**config.mk**
```make
export PLATFORM = sky130hd
export DESIGN_NAME = seq_detector
export DESIGN_NICKNAME = d
export VERILOG_FILES = /design/src/rtl/seq_detector.sv
export SDC_FILE = /design/constraint.sdc
export NUM_CORES = 1
export LEC_CHECK = 0
export CAP_MARGIN = 20
export CORE_MARGIN = 5
export CORE_UTILIZATION = 35
export DETAILED_ROUTE_END_ITERATION = 10
export SKIP_CTS_REPAIR_TIMING = 1
export SLEW_MARGIN = 20
export SYNTH_ARGS = -nofsm -noshare
export SYNTH_HDL_FRONTEND = slang
export SYNTH_SLANG_ARGS = --single-unit
```
**constraint.sdc**
```tcl
create_clock -name clk -period 4.1 [get_ports clk]
set_clock_uncertainty 0.05 [all_clocks]
set_input_delay 0.82 -clock clk [delete_from_list [all_inputs] [get_ports clk]]
set_output_delay 0.82 -clock clk [all_outputs]
set_load 0.02 [all_outputs]
```
**src/rtl/seq_detector.sv**
```systemverilog
// Serial bit-pattern detector: tracks the longest matched prefix of PATTERN
// (KMP style) and flags a hit when the final pattern bit arrives.
module seq_detector #(
  parameter int                     PATTERN_LEN = 4,
  parameter logic [PATTERN_LEN-1:0] PATTERN     = 4'b1011,
  parameter bit                     OVERLAP     = 1'b1,
  parameter bit                     MOORE       = 1'b0,
  parameter int                     CNT_W       = 8,
  localparam int                    SW          = ($clog2(PATTERN_LEN) < 1) ? 1 : $clog2(PATTERN_LEN)
) (
  input  logic             clk,
  input  logic             rst_n,
  input  logic             clr,
  input  logic             en,
  input  logic             x,
  output logic             y,
  output logic [SW-1:0]    state,
  output logic [CNT_W-1:0] match_cnt,
  output logic             cnt_sat
);

  // Longest pattern prefix (at most L-1 bits) that ends the stream formed by
  // the k-bit matched prefix followed by xb; bit 0 of hist is the newest bit.
  function automatic logic [SW-1:0] kmp_next(input logic [SW-1:0] k, input logic xb);
    logic [31:0] pat;
    logic [31:0] hist;
    logic [31:0] mask;
    int          kk;
    int          best;
    pat  = 32'(PATTERN);
    kk   = int'(k);
    hist = ((pat >> (PATTERN_LEN - kk)) << 1) | 32'(xb);
    best = 0;
    for (int j = 1; j < PATTERN_LEN; j++) begin
      mask = (32'd1 << j) - 32'd1;
      if ((j <= kk + 1) && ((hist & mask) == (pat >> (PATTERN_LEN - j)))) begin
        best = j;
      end else begin
        best = best;
      end
    end
    return SW'(best);
  endfunction

  localparam logic [SW-1:0] LAST_ST  = SW'(PATTERN_LEN - 1);
  localparam logic [SW-1:0] HIT_NEXT = OVERLAP ? kmp_next(LAST_ST, PATTERN[0]) : {SW{1'b0}};

  logic [SW-1:0]    state_q, state_d;
  logic [CNT_W-1:0] cnt_q, cnt_d;
  logic             y_q, y_d;
  logic             hit_s;

  assign hit_s = en && (state_q == LAST_ST) && (x == PATTERN[0]);

  // Next-state, counter and Moore flag; clr overrides any hit.
  always_comb begin
    state_d = state_q;
    cnt_d   = cnt_q;
    y_d     = y_q;
    if (clr) begin
      state_d = {SW{1'b0}};
      cnt_d   = {CNT_W{1'b0}};
      y_d     = 1'b0;
    end else if (en) begin
      y_d = hit_s;
      if (hit_s) begin
        state_d = HIT_NEXT;
        if (&cnt_q) begin
          cnt_d = cnt_q;
        end else begin
          cnt_d = cnt_q + CNT_W'(1);
        end
      end else begin
        state_d = kmp_next(state_q, x);
      end
    end else begin
      state_d = state_q;
    end
  end

  // State registers with asynchronous reset.
  always_ff @(posedge clk or negedge rst_n) begin
    if (!rst_n) begin
      state_q <= {SW{1'b0}};
      cnt_q   <= {CNT_W{1'b0}};
      y_q     <= 1'b0;
    end else begin
      state_q <= state_d;
      cnt_q   <= cnt_d;
      y_q     <= y_d;
    end
  end

  assign y         = MOORE ? y_q : (hit_s & rst_n);
  assign state     = state_q;
  assign match_cnt = cnt_q;
  assign cnt_sat   = &cnt_q;

endmodule

```
## Word-level counts from Yosys, hierarchy flattened

Cells that the tools add are included.

- Register bits: 10
- Bits of input ports: 5
- Output and inout bits: 12
- Word-level logic and storage cells: 34

- Add/subtract/negate cells: 3
- Magnitude comparators: 3
- Equal/unequal tests: 4
- Shifts and indexed selects: 1
- Multiplexer cells: 10
- Bitwise logic cells: 2
- Reductions and logical operators: 9

Operators by type and width:

| operator | number |
|---|---|
| <= comparator 2 x 32 -> 1 bit, first input constant | 1 |
| <= comparator 3 x 32 -> 1 bit, first input constant | 1 |
| two-way mux 8 bit | 4 |
| >> shifter 4 x 32 -> 2 bit, first input constant | 1 |
| two-way mux 2 bit | 5 |
| adder 8 x 1 -> 8 bit, second input constant | 1 |
| AND reduction 8 bit | 1 |
| logical AND 1 bit | 5 |
| == test 2 bit, second input constant | 2 |
| nonzero test 2 bit | 2 |
| subtractor 3 x 2 -> 4 bit, first input constant | 1 |
| adder 2 x 1 -> 3 bit, second input constant | 1 |
| == test 3 bit, second input constant | 1 |
| <= comparator 2 x 3 -> 1 bit, first input constant | 1 |
| OR 3 x 1 -> 3 bit | 1 |
| AND reduction 3 bit | 1 |
| != test 2 bit, second input constant | 1 |
| AND 1 bit | 1 |
| two-way mux 1 bit | 1 |

## Longest topological paths before layout

- Depth in word-level cells: 10
- Gate-level depth with buffers: 5

## Worst setup path before layout

OpenSTA, ideal clock, no wires.

- Kind: input to output
- From: input x
- To: output y
- Arrival: 1.245 ns
- Path slack: 1.985 ns
- Stages: 2
- Cell sequence: and4_4 > and2_2

- Longest elaborated chain between the ends: 2

RTL lines:

| element | RTL line | source |
|---|---|---|
| start: declaration | 15 | `input logic x,` |
| logical AND 1 bit | 53 | `assign hit_s = en && (state_q == LAST_ST) && (x == PATTERN[0]);` |
| AND 1 bit | 94 | `assign y = MOORE ? y_q : (hit_s & rst_n);` |
| end: declaration | 16 | `output logic y,` |

No other way between the ends.

## Worst setup path in the final report

- From: input en
- To: output y

- Longest elaborated chain between the ends: 3

RTL lines:

| element | RTL line | source |
|---|---|---|
| start: declaration | 14 | `input logic en,` |
| logical AND 1 bit (2 in a row) | 53 |  |
| AND 1 bit | 94 |  |

No other way between the ends.

==> results.yml <==
setup_path:
  crit_arrival_ps: 2370
  start_kind: "primary input"
  path_class: "primary input to output port"
  critPathCaptureType: "output port"
  required_ps: 3230
  path_max_fanout: 5
route:
  ant_nets: 0
  firstDrtPassIters: 4
  drc: 0
  postRouteWirelength_um: 1228
  post_drt_wl_per_cell_um: 13.20
  viasPerCell: 5.312
  vias: 494
  drtIter0Drc: 6
layout:
  drive_gt1_share_pct: 11.69
  num_antenna_cells: 0
  layout_commonest_cell: "clkdlybuf4s50_1"
  final_nets: 85
  fillers: 150
  layout_common_cells: "clkdlybuf4s50_1, dfrtp_1, nor2_1"
  syn_to_final_growth_pct: 37.84
  fin_cells: 93
floorplanning:
  ios: 17
  die_x_um: 49.48
  core.rowCount: 14
  dieArea_um2: 2448
  core_um2: 1489
  start_util_pct: 36.64
  die_y_um: 49.48
synthesis:
  synth_fa_ha_area_share_pct: 2.294
  syn_nets: 64
  syn_avg_cell_area_um2: 9.406
  yosysWarnings: 0
  yosysSeqAreaShare_pct: 45.87
  synth_compound_area_share_pct: 8.257
  yosys.area_share.simple_pct: 31.65
  synth_cell_types: 25
  synth_cells: 58
  synth_area_leaders: "dfrtp_1, mux2i_1, nor2_1"
  ys_seq_elements: 10
  yosys.area.top_type_share_pct: 45.87
  syn_area_um2: 545.5
  synth_mux_area_share_pct: 7.339
  synth_top_cell_by_area: "dfrtp_1"
  synth_top_family_by_area: "simple AND/OR/NAND/NOR gates"
  synth_xor_area_share_pct: 3.211
clocking:
  insertion_delay_ps: 260
  cts_sinks: 10
  cts_buffers: 3
  clk_pin_slew_ps: 50
  cts_tree: "built"
  clockRootBuffer: "clkbuf_4"
  htreeDepth: 1
  cts_buffer_depth: 2
place:
  dp.final_hpwl_um: 911.5
  dp.cells: 90
  routabilityCongestion: 0.7508
  io_buffers: 16
timing:
  setup_viol: 0
  fmax_mhz: 308.8
  max_slew.worst_pin.slew_ps: 401.6
  rsz0062_at_grt: "false"
  final_max_slew_viol_count: 0
  final.setup.tns_ps: 0
  slew_headroom_pct: 73.14
  period_needed_ps: 3238
  period_share_pct: 78.98
  finalHoldViolCount: 0
pwr:
  finalPower_mw: 0.1779
  p_per_area_nw_per_um2: 236.5
  p_leak_nw: 0.3237
  ir_worst_vdd_mv: 0.1529
min_path:
  worstHoldPathType: "flop to flop"
global_route:
  grt_pass1_vias: 474
  grt_util_all_layers_pct: 10.96
  grt_start_max_net_pins: 12
  antenna_found_initial: 0
  grt_pass1_wl_um: 2049
  grt_overflow: 0
outcome:
  status: "finished clean"
job:
  max-cap-violations: 0
## cells in the mapped netlist
| cell | instances |
|---|---|
| nor3_1 | 3 |
| and2b_2 | 1 |
| inv_1 | 1 |
| nand2_1 | 4 |
| or4_1 | 1 |
| clkbuf_1 | 1 |
| nand2b_1 | 2 |
| and2_1 | 1 |
| and2_2 | 1 |
| o41ai_1 | 1 |
| nor2_1 | 9 |
| xor2_1 | 2 |
| nand3_1 | 4 |
| and4_4 | 1 |
| nand4_1 | 2 |
| dfrtp_1 | 10 |
| ha_1 | 1 |
| a21oi_1 | 2 |
| o211ai_1 | 1 |
| mux2i_1 | 4 |
| and3b_1 | 1 |
| and3_2 | 1 |
| o21ai_0 | 2 |
| o21ai_2 | 1 |
| nor4_1 | 1 |
## logic make-up after synthesis
logic type | after synthesis
DFF | 10
and+or+nand+nor | 32
AOI/OAI and AO/OA | 7
muxes | 4
xor gates and xnor gates | 2
adders and majority gates | 1
buffers and inverters | 2
## worst max-delay path, stage by stage
cell and delay [ps]:
clkdlybuf4s50_1 550, and4_4 270, and2_2 140, clkdlybuf4s50_1 590
## layer usage
| metal | vias to the layer above | part of all wire, % | global-route usage [%] |
|---|---|---|---|
| li1 | 246 | - | - |
| met1 | 234 | 47 | 13.97 |
| met2 | 12 | 45 | 15.67 |
| met3 | 2 | 7.0 | 6.325 |
| met4 | 0 | 0.65 | 3.057 |
| met5 | - | 0 | 0 |
## stage by stage
stage               utilization, %  area (µm²)  worst slack, ps  hold slack [ps]
floorplan                        -       545.5             1985            474.4
global placement             48.99       729.5            883.1            517.9
detailed placement           48.99       729.5            860.4            530.1
CTS                          50.50       752.0            857.8            543.3
global route                 50.50       752.0            818.5            568.9
finish                       50.50       752.0            861.8            531.9
## final cells by class
type	instances	area [µm²]	area share (%)
tap	16	20.02	2.662
timing repair buffer	17	167.7	22.30
multi-input combinational	46	287.8	38.27
clock buffer	3	22.52	2.995
inverter	1	3.754	0.4992
sequential	10	250.2	33.28
## worst paths after layout
| check | start | to | slack, ps | depth (start not counted) |
|---|---|---|---|---|
| worst min-delay path | state[1] | state[1] | 530 | 2 |
| worst max register to register | match_cnt[0] | match_cnt[3] | 2500 | 5 |
| worst min register to register | state[1] | state[1] | 530 | 2 |
| worst max-delay path | en | y | 860 | 4 |
| min in group asynchronous | rst_n | match_cnt[5] | 790 | 2 |
| max in group asynchronous | rst_n | state[1] | 3050 | 2 |
## report_power, final
group	switching [mW]	internal, mW
clock	0.0299	0.0337
sequential	0.000955	0.0995
combinational	0.00718	0.00660
total	0.0381	0.140
## state kept, by name (all words and copies together), names as in the netlist
signal,cells
match_cnt,8
state,2
No activity file was read; power rests on OpenSTA's default activity.
